**src/rtl/fp_unit_share_arbiter_if.sv**
```systemverilog
// Bundle of requester, shared FP unit and response signals for fp_unit_share_arbiter.
// The arbiter takes the slave view; the requesters plus the FP unit take the master view.
interface fp_unit_share_arbiter_if;
   logic        req0_valid;
   logic [15:0] req0_a;
   logic [15:0] req0_b;
   logic        req0_ready;
   logic        req1_valid;
   logic [15:0] req1_a;
   logic [15:0] req1_b;
   logic        req1_ready;
   logic        mux_select;
   logic        unit_valid;
   logic [15:0] unit_a;
   logic [15:0] unit_b;
   logic [15:0] unit_result;
   logic        resp0_valid;
   logic        resp1_valid;
   logic [15:0] resp_data;

   modport slave (
      input  req0_valid, req0_a, req0_b, req1_valid, req1_a, req1_b, unit_result,
      output req0_ready, req1_ready, mux_select, unit_valid, unit_a, unit_b,
             resp0_valid, resp1_valid, resp_data
   );

   modport master (
      output req0_valid, req0_a, req0_b, req1_valid, req1_a, req1_b, unit_result,
      input  req0_ready, req1_ready, mux_select, unit_valid, unit_a, unit_b,
             resp0_valid, resp1_valid, resp_data
   );
endinterface

```
**src/rtl/fp_unit_share_arbiter.sv**
```systemverilog
// Round-robin, burst-limited arbiter sharing one pipelined FP16 unit between two requesters,
// with a LAT-deep in-flight tag pipe that steers each unit result back to its issuer.
module fp_unit_share_arbiter #(
   parameter int LAT       = 3,
   parameter int MAX_BURST = 4
) (
   input  logic                   clk,
   input  logic                   rst,
   fp_unit_share_arbiter_if.slave bus
);

   localparam int CW = (MAX_BURST > 1) ? $clog2(MAX_BURST) : 1;
   localparam logic [CW-1:0] CNT_MAX = CW'(MAX_BURST - 1);

   typedef enum logic [1:0] {
      IDLE   = 2'd0,
      GRANT0 = 2'd1,
      GRANT1 = 2'd2
   } state_t;

   state_t          state_q, state_d;
   logic [CW-1:0]   burst_cnt_q, burst_cnt_d;
   logic            last_q, last_d;
   logic [LAT-1:0]  trk_vld_q, trk_vld_d;
   logic [LAT-1:0]  trk_tag_q, trk_tag_d;
   logic            sel_s;
   logic            issue_s;

   // Next-state, burst accounting and in-flight pipe shift
   always_comb begin
      state_d     = state_q;
      burst_cnt_d = burst_cnt_q;
      last_d      = last_q;
      sel_s       = (state_q == GRANT1);
      issue_s     = ((state_q == GRANT0) && bus.req0_valid) ||
                    ((state_q == GRANT1) && bus.req1_valid);

      case (state_q)
         IDLE: begin
            if (bus.req0_valid && bus.req1_valid) begin
               state_d = last_q ? GRANT0 : GRANT1;
            end else if (bus.req0_valid) begin
               state_d = GRANT0;
            end else if (bus.req1_valid) begin
               state_d = GRANT1;
            end else begin
               state_d = IDLE;
            end
         end
         GRANT0: begin
            if (!bus.req0_valid) begin
               state_d     = bus.req1_valid ? GRANT1 : IDLE;
               burst_cnt_d = {CW{1'b0}};
            end else begin
               last_d = 1'b0;
               if (burst_cnt_q == CNT_MAX) begin
                  burst_cnt_d = {CW{1'b0}};
                  state_d     = bus.req1_valid ? GRANT1 : GRANT0;
               end else begin
                  burst_cnt_d = burst_cnt_q + {{(CW-1){1'b0}}, 1'b1};
                  state_d     = GRANT0;
               end
            end
         end
         GRANT1: begin
            if (!bus.req1_valid) begin
               state_d     = bus.req0_valid ? GRANT0 : IDLE;
               burst_cnt_d = {CW{1'b0}};
            end else begin
               last_d = 1'b1;
               if (burst_cnt_q == CNT_MAX) begin
                  burst_cnt_d = {CW{1'b0}};
                  state_d     = bus.req0_valid ? GRANT0 : GRANT1;
               end else begin
                  burst_cnt_d = burst_cnt_q + {{(CW-1){1'b0}}, 1'b1};
                  state_d     = GRANT1;
               end
            end
         end
         default: begin
            state_d     = IDLE;
            burst_cnt_d = {CW{1'b0}};
         end
      endcase

      trk_vld_d[0] = issue_s;
      trk_tag_d[0] = sel_s;
      for (int i = 1; i < LAT; i++) begin
         trk_vld_d[i] = trk_vld_q[i-1];
         trk_tag_d[i] = trk_tag_q[i-1];
      end
   end

   // Outputs decode from registered state; rst masks them so nothing leaks during reset
   always_comb begin
      bus.req0_ready  = (state_q == GRANT0) && !rst;
      bus.req1_ready  = (state_q == GRANT1) && !rst;
      bus.mux_select  = sel_s && !rst;
      bus.unit_valid  = issue_s && !rst;
      bus.unit_a      = sel_s ? bus.req1_a : bus.req0_a;
      bus.unit_b      = sel_s ? bus.req1_b : bus.req0_b;
      bus.resp0_valid = trk_vld_q[LAT-1] && !trk_tag_q[LAT-1] && !rst;
      bus.resp1_valid = trk_vld_q[LAT-1] &&  trk_tag_q[LAT-1] && !rst;
      bus.resp_data   = bus.unit_result;
   end

   // State, burst, round-robin pointer and in-flight pipe registers
   always_ff @(posedge clk) begin
      if (rst) begin
         state_q     <= IDLE;
         burst_cnt_q <= {CW{1'b0}};
         last_q      <= 1'b1;
         trk_vld_q   <= {LAT{1'b0}};
         trk_tag_q   <= {LAT{1'b0}};
      end else begin
         state_q     <= state_d;
         burst_cnt_q <= burst_cnt_d;
         last_q      <= last_d;
         trk_vld_q   <= trk_vld_d;
         trk_tag_q   <= trk_tag_d;
      end
   end

endmodule

```
**src/flat_wrapper.sv**
```systemverilog
// flat-port wrapper written by rule: the top's interface ports become plain ports
module fp_unit_share_arbiter_flat 
#(
   parameter int LAT       = 3,
   parameter int MAX_BURST = 4
)
  (clk, rst, bus_req0_valid, bus_req0_a, bus_req0_b, bus_req1_valid, bus_req1_a, bus_req1_b, bus_unit_result, bus_req0_ready, bus_req1_ready, bus_mux_select, bus_unit_valid, bus_unit_a, bus_unit_b, bus_resp0_valid, bus_resp1_valid, bus_resp_data);
  fp_unit_share_arbiter_if bus_i ();
  input  logic clk;
  input  logic rst;
  input wire logic [$bits(bus_i.req0_valid)-1:0] bus_req0_valid;
  input wire logic [$bits(bus_i.req0_a)-1:0] bus_req0_a;
  input wire logic [$bits(bus_i.req0_b)-1:0] bus_req0_b;
  input wire logic [$bits(bus_i.req1_valid)-1:0] bus_req1_valid;
  input wire logic [$bits(bus_i.req1_a)-1:0] bus_req1_a;
  input wire logic [$bits(bus_i.req1_b)-1:0] bus_req1_b;
  input wire logic [$bits(bus_i.unit_result)-1:0] bus_unit_result;
  output wire logic [$bits(bus_i.req0_ready)-1:0] bus_req0_ready;
  output wire logic [$bits(bus_i.req1_ready)-1:0] bus_req1_ready;
  output wire logic [$bits(bus_i.mux_select)-1:0] bus_mux_select;
  output wire logic [$bits(bus_i.unit_valid)-1:0] bus_unit_valid;
  output wire logic [$bits(bus_i.unit_a)-1:0] bus_unit_a;
  output wire logic [$bits(bus_i.unit_b)-1:0] bus_unit_b;
  output wire logic [$bits(bus_i.resp0_valid)-1:0] bus_resp0_valid;
  output wire logic [$bits(bus_i.resp1_valid)-1:0] bus_resp1_valid;
  output wire logic [$bits(bus_i.resp_data)-1:0] bus_resp_data;
  assign bus_i.req0_valid = bus_req0_valid;
  assign bus_i.req0_a = bus_req0_a;
  assign bus_i.req0_b = bus_req0_b;
  assign bus_i.req1_valid = bus_req1_valid;
  assign bus_i.req1_a = bus_req1_a;
  assign bus_i.req1_b = bus_req1_b;
  assign bus_i.unit_result = bus_unit_result;
  assign bus_req0_ready = bus_i.req0_ready;
  assign bus_req1_ready = bus_i.req1_ready;
  assign bus_mux_select = bus_i.mux_select;
  assign bus_unit_valid = bus_i.unit_valid;
  assign bus_unit_a = bus_i.unit_a;
  assign bus_unit_b = bus_i.unit_b;
  assign bus_resp0_valid = bus_i.resp0_valid;
  assign bus_resp1_valid = bus_i.resp1_valid;
  assign bus_resp_data = bus_i.resp_data;
  fp_unit_share_arbiter #(.LAT(LAT), .MAX_BURST(MAX_BURST)) u_core (.clk(clk), .rst(rst), .bus(bus_i));
endmodule
```
**config.mk**
```make
export PLATFORM = sky130hd
export DESIGN_NAME = fp_unit_share_arbiter_flat
export DESIGN_NICKNAME = d
export VERILOG_FILES = /design/src/rtl/fp_unit_share_arbiter_if.sv /design/src/rtl/fp_unit_share_arbiter.sv /design/src/flat_wrapper.sv
export SDC_FILE = /design/constraint.sdc
export NUM_CORES = 1
export LEC_CHECK = 0
export BUFFER_PORTS_ARGS = -buffer_cell sky130_fd_sc_hd__buf_2
export CAP_MARGIN = 20
export CORE_MARGIN = 1
export CORE_UTILIZATION = 31
export CTS_CLUSTER_DIAMETER = 60
export DETAILED_ROUTE_END_ITERATION = 16
export PLACE_DENSITY = 0.87
export SYNTH_ARGS = -nofsm -noshare
export SYNTH_HDL_FRONTEND = slang
export SYNTH_SLANG_ARGS = --single-unit
```
**constraint.sdc**
```tcl
create_clock -name clk -period 1.9 [get_ports clk]
set_input_delay 0.285 -clock clk [delete_from_list [all_inputs] [get_ports clk]]
set_output_delay 0.285 -clock clk [all_outputs]
set_load 0.005 [all_outputs]
```
==> results, run 1 <==
- Counting flops and latches in the post-synthesis netlist gives 11.
- The post-synthesis instance total is 105.
- The number of buffers created by CTS is 3.
- For this run, the number of Yosys warnings is 0.
- The initial antenna violation count came to 0.
- The number of library cell types mapped by synthesis is 24.
- The xor/xnor cell area share of the yosys netlist is 0%.
- The detailed-route vias per instance is 4.481.
- The horizontal die dimension is 59.60 um.
- The placer's final routability congestion estimate is 0.7316.
- Sequential cells account for 35.2% of the total power.
- Walking the worst path, the cells encountered are inv_1, ha_4, buf_12, mux2_2, buf_2.
- The flow ran to the end, and the final reports show no timing, DRC or antenna violations.
- For met3 alone, demand over resource in global routing was 3.493%.
- The clock latency on the worst-skew pair is 0.27 ns.
- The complex-gate fraction of the synthesized area is 4.623%.
- Multiplexer cells account for 36.98% of the synthesized area.
- Counting the fill cells in the layout gives 334.
- The worst setup path is of the flip-flop to primary output kind.
- The routed layout has 1071 vias.
- Between clock sinks in the finished design, the worst skew comes to 0.003965 ns.
- The clock network accounts for 23.2% of the total power.
- For this design the static power due to leakage is 0.7902 nW.
- The area fraction in and, or, nand and nor cells after synthesis is 14.60%.
- STA puts the critical path data arrival time at 1.52 ns.
- The net count of the mapped netlist is 194.
- After synthesis, the largest family of logic cells by area is multiplexers.
- The final-report max-slew violation count is 0.
- The count of nets left with antenna violations once routing finished came out at 0.
- The residual overflow from global routing is 0.
- Dividing the detail-routed wire length by the instance count gives 11.36 um.
- The combined area of all synthesized cells is 1028 um2.
- The synthesized-area fraction occupied by adder cells is 6.083%.
- After clock tree synthesis, the clock-pin slew on the worst setup and hold paths is 0.07 ns.
- Averaged over all synthesized cells, the footprint is 9.795 um2.
- In the final timing run, aggregate negative setup slack is 0 ns.
- The worst endpoint required time is 1.62 ns.
- The global-route met2 utilization is 27.61%.
- The via count of the first global-routing pass came to 916.
- The critical path capture point type is a primary output.
- The first routing iteration left 16 violations.
- The repair_antennas step left the layout with diodes totalling 0.
- The worst setup path is launched from a flip-flop.
- The first global-routing pass estimated 4008 um of wire.
- The worst pin sits at a relative slew slack of 80.60%.
- The total design power is 0.7000 mW.
- The maximum number of pins on one net before global-route repair is 27.
- The die outline height is 59.60 um.
- Of the available clock period, the critical path in the final layout requires 94.97%.
- For this run, global-route usage on met1 was measured as 16.07%.
- The internal power is 0.5022 mW.
- In this run the core area contains 20 standard-cell rows.
- The total of max-cap violations is 0.
- The area growth from synthesis to layout is 48.66%.
- The clock tree root driver cell is clkbuf_4.
- The clock sink count is 11.
- Static timing analysis puts the maximum clock frequency at 554.2 MHz.
- Along the worst path, the maximum fanout reaches 26.
- The deepest clock path buffer count is 2.
- The half-perimeter wire length of the detailed placement result is 2271 um.
- The number of failing hold endpoints at the final stage is 0.
- The cell with the biggest individual delay on the critical path is mux2_2.
- After synthesis, flip-flops and latches occupy 21.41% of the total area.
- The worst-case vdd ir drop is 0.0001892 V.
- The die outline area is 3552 um2.
- The path class of the tightest hold or removal check is input port to flip-flop.
- In this run, the combinational gates consume 41.5% of the power.
- The global-route usage over all layers is 14.88%.
- The power per cell area is 457.8 nW/um2.
- The share of total power consumed by net switching is 28.25%.
- Setup violations remaining at the end of the flow were counted as 0.
- The first-pass detailed-route iteration total is 4.
- For the pin with the worst max-slew slack, the measured transition is 0.2869 ns.
- The initial core utilization is 33.15%.
- For this design the total switching power over the nets is 0.1978 mW.
- In this run, post-CTS hold repair placed 0 buffers.
- During I/O placement, the number of pins put on the boundary was 138.
- In this design, the stage delay of the slowest critical-path cell is 0.35 ns.
- In this run the most used layer during global routing was met2.
- The final routed DRC violation total is 0.
- The routed design could run at a clock period as short as 1.804 ns.
- TritonCTS built the clock tree.
- The share of layout cells above drive strength 1 is 75.38%.
- The layout net count is 285.
- Setup repair after global routing left no endpoint under its margin.
- Port buffering added 105 buffers.
- The count of H-tree levels built during CTS is 1.
- The total wire length is 2714 um.
- The total area inside the core boundary comes to 3103 um2.
layout by cell type (no fill, tap or decap), drive strengths merged:
| cell | instances |
|---|---|
| a21oi | 3 |
| a22o | 1 |
| a22oi | 1 |
| and3 | 2 |
| and3b | 1 |
| buf | 108 |
| clkbuf | 4 |
| dfxtp | 11 |
| ha | 5 |
| inv | 2 |
| mux2 | 32 |
| mux2i | 2 |
| nand2 | 3 |
| nand2b | 2 |
| nand3 | 2 |
| nand4b | 1 |
| nor2 | 1 |
| nor2b | 9 |
| nor3 | 2 |
| nor3b | 1 |
| nor4b | 1 |
| o21bai | 1 |
sequential cells by signal, indices dropped and copies added, names as in the netlist:
signal	cells
u_core.trk_tag_q	3
u_core.trk_vld_q	3
u_core.burst_cnt_q	2
u_core.state_q	2
u_core.last_q	1
critical path, delay by kind of cell, from the launching register on:
kind,cells,cell delay [ns]
adder cells (fa/ha/maj),1,0.17
buffers and inverters,3,0.41
flip-flops,1,0.32
multiplexers,1,0.35
cells by family after synthesis:
kind of cell    after synthesis
mux                          34
simple gates                 25
buf+inv                      24
flops                        11
compound gates                6
fa+ha+maj                     5
layout make-up:
type | instances | area (um2) | share of cell area, %
Timing Repair Buffer | 108 | 564.3 | 36.91
Multi-Input combinational cell | 70 | 653.1 | 42.72
Clock buffer | 4 | 26.28 | 1.718
Inverter | 2 | 7.507 | 0.4910
Sequential cell | 11 | 222.7 | 14.57
Tap cell | 44 | 55.05 | 3.601
worst paths after layout:
| check | startpoint | endpoint | slack (ns) | cells after the start |
|---|---|---|---|---|
| worst max-delay path | u_core.state_q[0] | bus_unit_b[7] | 0.1 | 5 |
| worst min-delay path | bus_req1_valid | u_core.state_q[1] | 0.31 | 2 |
| worst max register to register | u_core.state_q[0] | u_core.burst_cnt_q[0] | 0.58 | 6 |
| worst min register to register | u_core.trk_vld_q[1] | u_core.trk_vld_q[2] | 0.44 | 1 |
through the flow:
stage	instances	instance area (um2)	setup slack, ns	hold slack, ns	utilization (%)
floorplan	105	1028	0.4325	0.3566	-
global placement	234	1476	0.3099	0.4203	47.58
detailed placement	234	1476	0.2630	0.4247	47.58
CTS	238	1506	0.01330	0.3100	48.55
global route	239	1529	0.02759	0.3144	49.27
finish	239	1529	0.09552	0.3133	49.27
power groups by stage:
| stage | Combinational [mW] | Sequential [mW] | Clock [mW] |
|---|---|---|---|
| final | 0.291 | 0.247 | 0.163 |
| after global routing | 0.321 | 0.248 | 0.177 |
| after CTS | 0.287 | 0.247 | 0.166 |
| after detailed placement | 0.286 | 0.252 | 0 |
| after global placement | 0.278 | 0.250 | 0 |
| after floorplan | 0.175 | 0.250 | 0 |
what timing repair did:
| action | 4_1_cts | 5_1_grt |
|---|---|---|
| buffers inserted | 0 | 1 |
| endpoints found under the setup margin | 14 | 28 |
| cloned | 0 | 0 |
| resized for setup | 2 | 3 |
layer usage:
| metal | vias to the layer above | part of all wire [%] |
|---|---|---|
| li1 | 531 | - |
| met1 | 495 | 37 |
| met2 | 45 | 55 |
| met3 | 0 | 8.4 |
| met4 | 0 | 0 |
| met5 | - | 0 |
Yosys cell counts:
library cell,n,area [um2]
nor3b_1,1,7.510
mux2_2,32,360.4
nor2b_1,9,56.30
and3b_1,1,8.760
buf_6,1,11.26
o21bai_1,1,7.510
nor3_1,2,10.01
nand3_1,2,10.01
ha_1,5,62.56
mux2i_1,2,20.02
dfxtp_1,11,220.2
nand2b_1,2,12.51
inv_1,2,7.510
nor2_1,1,3.750
nand2_1,3,11.26
buf_4,18,135.1
buf_2,2,10.01
nor4b_1,1,8.760
nand4b_1,1,8.760
a22o_4,1,17.52
a21oi_1,3,15.01
a22oi_1,1,7.510
clkbuf_1,1,3.750
and3_1,2,12.51
Power figures use the tool's default switching activity.
==> run 2, diff against run 1 <==
- clock period: 1.9 -> 1.8 ns (I/O delays scaled with it)
==> results, run 2 (synthesis gave the netlist of run 1 again) <==
- The initial antenna violation count is 0 (unchanged).
- The worst clock skew is 0.006202 ns (+0.002237 ns).
- In this run the worst hold path is classified as input port to flip-flop.
- The largest registers in the layout are u_core.trk_tag_q (3), u_core.trk_vld_q (3).
- The filler cell count is 326 (-2.4%).
- The first-pass detailed-route iteration total was 4 (unchanged).
- The static leakage is 0.8061 nW (+2.0%).
- The critical path class is flip-flop to primary output.
- Relative to the synthesized area, the layout overhead comes to 52.43%.
- The maximum fanout count along the critical path is 13 (-50%).
- The met1 track utilization from global routing is 15.42% (-0.66 points).
- The clock tree from TritonCTS is built.
- The half-perimeter wire length of the detailed placement result is 2220 um (-2.3%).
- The final-report max-slew violation count was 0 (unchanged).
- The final routed DRC violation total is 0 (unchanged).
- The multi-input logic area was 655.6 um2 (+0.38%).
- Setup repair after global routing could not meet its margin everywhere.
- The area taken by flip-flops and latches is 222.7 um2 (unchanged).
- The share of layout cells above drive strength 1 was 76.65% (+1.3 points).
- The deepest clock path buffer count came to 2 (unchanged).
- The arrival time at the worst endpoint is 1.50 ns (-0.02 ns).
- The flow ran to the end, and the final reports show no timing, DRC or antenna violations.
- The met3 layer usage reported by global route came to 4.803% (+1.3 points).
- The total of max-cap violations is 0 (unchanged).
- The count of final setup violators is 0 (unchanged).
- The placer's final routability congestion estimate is 0.7413 (+1.3%).
- The vias after detailed routing is 1084 (+1.2%).
- The total design power is 0.7551 mW (+7.9%).
- The routed wirelength normalized by instance count is 12.20 um (+7.4%).
- In the layout the commonest cells are 105 x buf_2, 32 x mux2_2, 9 x nor2b_1, 9 x dfxtp_1.
- Based on the critical path, the design can be clocked at up to 564.2 MHz.
- The antenna violation net count after detailed routing is 0 (unchanged).
- The total wire length was 2939 um (+8.3%).
- The number of buffers created by CTS came to 3 (unchanged).
- The layer flagged by global routing as most heavily used is met2.
- The maximum number of pins on one net before global-route repair is 27 (unchanged).
- The number of failing hold endpoints at the final stage was 0 (unchanged).
- The transition time of the tightest slew-check pin was 0.2608 ns (-0.02609 ns).
- The total cell area at the placement stage is 1476 um2 (unchanged).
- The non-filler instance count after layout is 241 (+0.84%).
- The worst endpoint required time is 1.53 ns (-0.09 ns).
- The horizontal die dimension was 59.60 um (unchanged).
- The detailed-route vias per instance is 4.498 (+0.37%).
- The library cell used most frequently in the layout, excluding fill and tap cells, is buf_2.
- The cell sitting at the root of the clock tree is a clkbuf_4.
- The post-cts hold buffer count is 0 (unchanged).
- The layout net count is 287 (+0.70%).
- The worst setup path is launched from a flip-flop.
- The power per cell area is 481.6 nW/um2 (+5.2%).
- The die outline area came to 3552 um2 (unchanged).
- The worst-case headroom to the max-slew limit was 82.37% (+1.8 points).
- The worst-case vdd ir drop is 0.0001770 V (-6.5%).
- The number of DRC markers in iteration 0 came to 15 (-1).
- The clock latency on the worst-skew pair is 0.27 ns (about the same).
- The worst setup path is captured at a primary output.
- The standard cell core area is 3103 um2 (unchanged).
- The die outline height was 59.60 um (unchanged).
- The global-route usage over all layers came to 14.88% (unchanged).
- The number of cells in the design after placement is 234 (unchanged).
- The clock transition at the registers of the reported paths is 0.07 ns (about the same).
- The hold slack was 0.3003 ns (-0.01305 ns).
- The final cycle utilization of the critical path is 98.46%.
- After layout, the minimum clock period comes to 1.772 ns.
- The share of the core filled with cells in the final layout is 50.52% (+1.2 points).
- The count of standard-cell rows is 20 (unchanged).
- The number of port buffers is 105 (unchanged).
- The number of top-level design ports came to 138 (unchanged).
- The clock sink count came to 11 (unchanged).
- The global-route met2 utilization is 26.48% (-1.1 points).
- The via count of the first global-routing pass was 915 (-0.11%).
- The count of H-tree levels built during CTS is 1 (unchanged).
- The global-route wire length before repair is 3946 um (-1.5%).
- The area of all placed cells without fillers is 1568 um2 (+2.5%).
- The initial core utilization is 33.15% (unchanged).
- The final antenna diode count is 0 (unchanged).
- The residual overflow from global routing came to 0 (unchanged).
==> run 2: cell types whose count changed in the layout (fill, tap and decap cells not counted), sizes merged <==
cell    delta
clkbuf     +1
buf        +1
==> run 2: layout make-up <==
cell class | instances | area share, %
flip-flops and latches | 11 | 14.21
inverters | 2 | 0.4789
repair buffers | 110 | 38.31
well taps | 44 | 3.512
clock buffers | 4 | 1.676
multi-input cells | 70 | 41.82
==> run 2: worst paths after layout <==
kind	endpoint	slack, ns	cells past startpoint	start
hold reg to reg	u_core.trk_vld_q[2]	0.44	1	u_core.trk_vld_q[1]
hold / removal	u_core.state_q[1]	0.30	2	bus_req1_valid
setup / recovery	bus_unit_valid	0.03	6	u_core.state_q[0]
setup reg to reg	u_core.state_q[0]	0.35	7	u_core.state_q[0]
==> run 2: timing repair <==
item / in CTS / in global routing
pin swaps: 0 / 0
endpoints found under the setup margin: 33 / 28
gates resized for setup: 7 / 1
gates cloned: 0 / 1
setup buffers: 1 / 1
==> run 2: worst max-delay path: stages, from the launching register on <==
cell,delay (ns)
dfxtp_2,0.34
inv_2,0.05
ha_4,0.18
buf_12,0.15
a22o_4,0.25
nor2b_1,0.12
buf_2,0.13
==> run 2: power breakdown <==
group / leakage (nW) / switching (mW) / internal, mW / total (mW)
clock: 0.0150 / 0.0829 / 0.0858 / 0.169
sequential: 0.0901 / 0.00741 / 0.254 / 0.262
combinational: 0.701 / 0.124 / 0.201 / 0.325
total: 0.806 / 0.214 / 0.541 / 0.755
==> run 2: through the flow <==
stage / worst slack, ns / TNS (ns)
2_1_floorplan: 0.3475 / 0
3_3_place_gp: 0.2232 / 0
3_5_place_dp: 0.1848 / 0
4_1_cts: 0.01794 / 0
5_1_grt: -0.03040 / -0.1007
6_report: 0.02767 / 0
==> run 2: routing by layer <==
metal	routed length, um	vias up
li1	-	534
met5	0	-
met3	245	4
met1	1115	499
met2	1541	47
met4	36	0
==> run 3, diff against run 2 <==
- CELL_PAD_IN_SITES_DETAIL_PLACEMENT: unset -> 1
- CELL_PAD_IN_SITES_GLOBAL_PLACEMENT: unset -> 1
- CORE_ASPECT_RATIO: unset -> 1.4
- CORE_UTILIZATION: 31 -> 19
- PLACE_DENSITY: 0.87 -> 0.86
==> results, run 3 (synthesis gave the netlist of run 1 again) <==
- The critical path is of the flip-flop to primary output type.
- The count of final setup violators is 0 (unchanged).
- The die outline height is 89.06 um (+49%).
- The post-CTS repair timing setup buffer count is 0 (-1).
- The layout net count was 284 (-1.0%).
- The transition time of the tightest slew-check pin is 0.2565 ns (-0.004305 ns).
- The total wire length came to 3062 um (+4.2%).
- The signal on the critical path passes through inv_2, ha_4, buf_12, mux2_2, buf_2.
- The area growth from synthesis to layout is 53.04%.
- The arrival time at the worst endpoint is 1.48 ns (-0.02 ns).
- The number of DRC markers in iteration 0 is 8 (-7).
- The final cycle utilization of the critical path is 97.18% (-1.3 points).
- The library cells used most frequently in the layout, excluding fill and tap cells, are 105 x buf_2, 32 x mux2_2, 9 x nor2b_1, 9 x dfxtp_1.
- The deepest clock path buffer count is 2 (unchanged).
- The number of top-level design ports is 138 (unchanged).
- The initial antenna violation count is 0 (unchanged).
- Setup repair after global routing could not meet its margin everywhere.
- The final routed DRC violation total was 0 (unchanged).
- The share of the core filled with cells in the final layout is 30.28% (-20 points).
- The via count of the first global-routing pass came to 1125 (+23%).
- The residual overflow from global routing is 0 (unchanged).
- The global-route wire length before repair is 4885 um (+24%).
- The standard cell core area is 5197 um2 (+67%).
- The die outline area came to 5716 um2 (+61%).
- The placer's final routability congestion estimate is 0.7182 (-3.1%).
- The global-route usage over all layers is 10.97% (-3.9 points).
- The count of H-tree levels built during CTS came to 1 (unchanged).
- The worst endpoint required time is 1.53 ns (about the same).
- The share of layout cells above drive strength 1 came to 76.29% (-0.36 points).
- The power per cell area is 524.2 nW/um2 (+8.8%).
- The non-filler instance count after layout came to 260 (+7.9%).
- The clock tree root driver cell is clkbuf_8.
- The final-report max-slew violation count is 0 (unchanged).
- The post-layout minimum cycle time came to 1.749 ns (-0.02314 ns).
- The highest attainable clock frequency was 571.7 MHz (+1.3%).
- The maximum fanout count along the critical path is 20 (+7).
- The number of port buffers is 105 (unchanged).
- The total of max-cap violations is 0 (unchanged).
- The number of failing hold endpoints at the final stage is 0 (unchanged).
- The worst-case vdd ir drop came to 0.0002434 V (+38%).
- The number of buffers created by CTS is 3 (unchanged).
- The initial core utilization is 19.79% (-13 points).
- The clock latency on the worst-skew pair came to 0.24 ns (-0.03 ns).
- The horizontal die dimension came to 64.18 um (+7.7%).
- The count of standard-cell rows is 31 (+55%).
- The worst-case headroom to the max-slew limit is 82.66% (+0.29 points).
- TritonCTS built the clock tree.
- The detailed-route vias per instance is 4.235 (-5.9%).
- The smallest setup slack after layout is 0.05081 ns (+0.02314 ns).
- The clock sink count is 11 (unchanged).
- The total cell area at the placement stage is 1504 um2 (+1.9%).
- The largest stage delay on the critical path is 0.35 ns (about the same).
- The clock transition at the registers of the reported paths is 0.05 ns (-0.02 ns).
- The number of cells in the design after placement is 256 (+9.4%).
- The static leakage is 0.7925 nW (-1.7%).
- The routed wirelength normalized by instance count is 11.78 um (-3.4%).
- The filler cell count is 666 (+100%).
- The classification of the worst-slack hold path is input port to flip-flop.
- The total design power is 0.8251 mW (+9.3%).
- The setup slack after placement is 0.1118 ns (-0.07292 ns).
- For this design, the slowest cell found on the critical path is mux2_2.
- The first-pass detailed-route iteration total is 2 (-2).
- The vias after detailed routing was 1101 (+1.6%).
- The flow ran to the end, and the final reports show no timing, DRC or antenna violations.
- The half-perimeter wire length of the detailed placement result was 2617 um (+18%).
- The final antenna diode count is 0 (unchanged).
- The worst clock skew is 0.004039 ns (-0.002163 ns).
- The antenna violation net count after detailed routing is 0 (unchanged).
- The most common cell after layout, fill and taps aside is buf_2.
- STA classifies the critical path endpoint as a primary output.
- STA classifies the critical path startpoint as a flip-flop.
- The area of all placed cells without fillers is 1574 um2 (+0.40%).
- The largest registers in the layout are u_core.trk_tag_q (3), u_core.trk_vld_q (3).
- The maximum number of pins on one net before global-route repair is 21 (-22%).
run 3: through the flow:
step / setup TNS [ns] / hold slack (ns)
floorplan: 0 / 0.3416
global placement: 0 / 0.4205
detailed placement: 0 / 0.4336
CTS: 0 / 0.3248
global route: -0.04183 / 0.3308
finish: 0 / 0.3283
run 3: final cells by class:
| type | count | area, um2 | area share [%] |
|---|---|---|---|
| Sequential cell | 11 | 222.7 | 14.15 |
| Inverter | 2 | 7.507 | 0.4769 |
| Clock buffer | 4 | 45.04 | 2.862 |
| Timing Repair Buffer | 107 | 560.5 | 35.61 |
| Multi-Input combinational cell | 70 | 655.6 | 41.65 |
| Tap cell | 66 | 82.58 | 5.246 |
run 3: final timing paths:
kind / end / slack, ns / start / cells past startpoint
setup / recovery: bus_unit_b[12] / 0.05 / u_core.state_q[0] / 5
hold / removal: u_core.state_q[1] / 0.33 / bus_req1_valid / 2
setup reg to reg: u_core.state_q[1] / 0.48 / u_core.state_q[0] / 6
hold reg to reg: u_core.trk_tag_q[2] / 0.44 / u_core.trk_tag_q[1] / 1
run 3: power by group:
group | internal [mW] | switching [mW]
Sequential | 0.255 | 0.00764
Clock | 0.156 | 0.0957
Combinational | 0.190 | 0.121
run 3: worst max-delay path: cells and delay by family (launching register included):
family | cells | cell delay, ns
buffers and inverters | 3 | 0.37
multiplexers | 1 | 0.35
flip-flops | 1 | 0.33
adder cells (fa/ha/maj) | 1 | 0.18
run 3: what timing repair did:
item | 4_1_cts | 5_1_grt
endpoints found under the setup margin | 34 | 27
hold endpoints to repair | 0 | 0
resized for setup | 5 | 3
hold buffers | 0 | 0
run 3: routing by layer:
metal,part of all wire (%),track usage [%],vias to the layer above,routed length [um]
li1,-,-,526,-
met1,31,8.987,496,945
met2,58,23.50,69,1781
met3,8.4,2.168,10,257
met4,2.5,6.465,0,78
met5,0,0,-,0
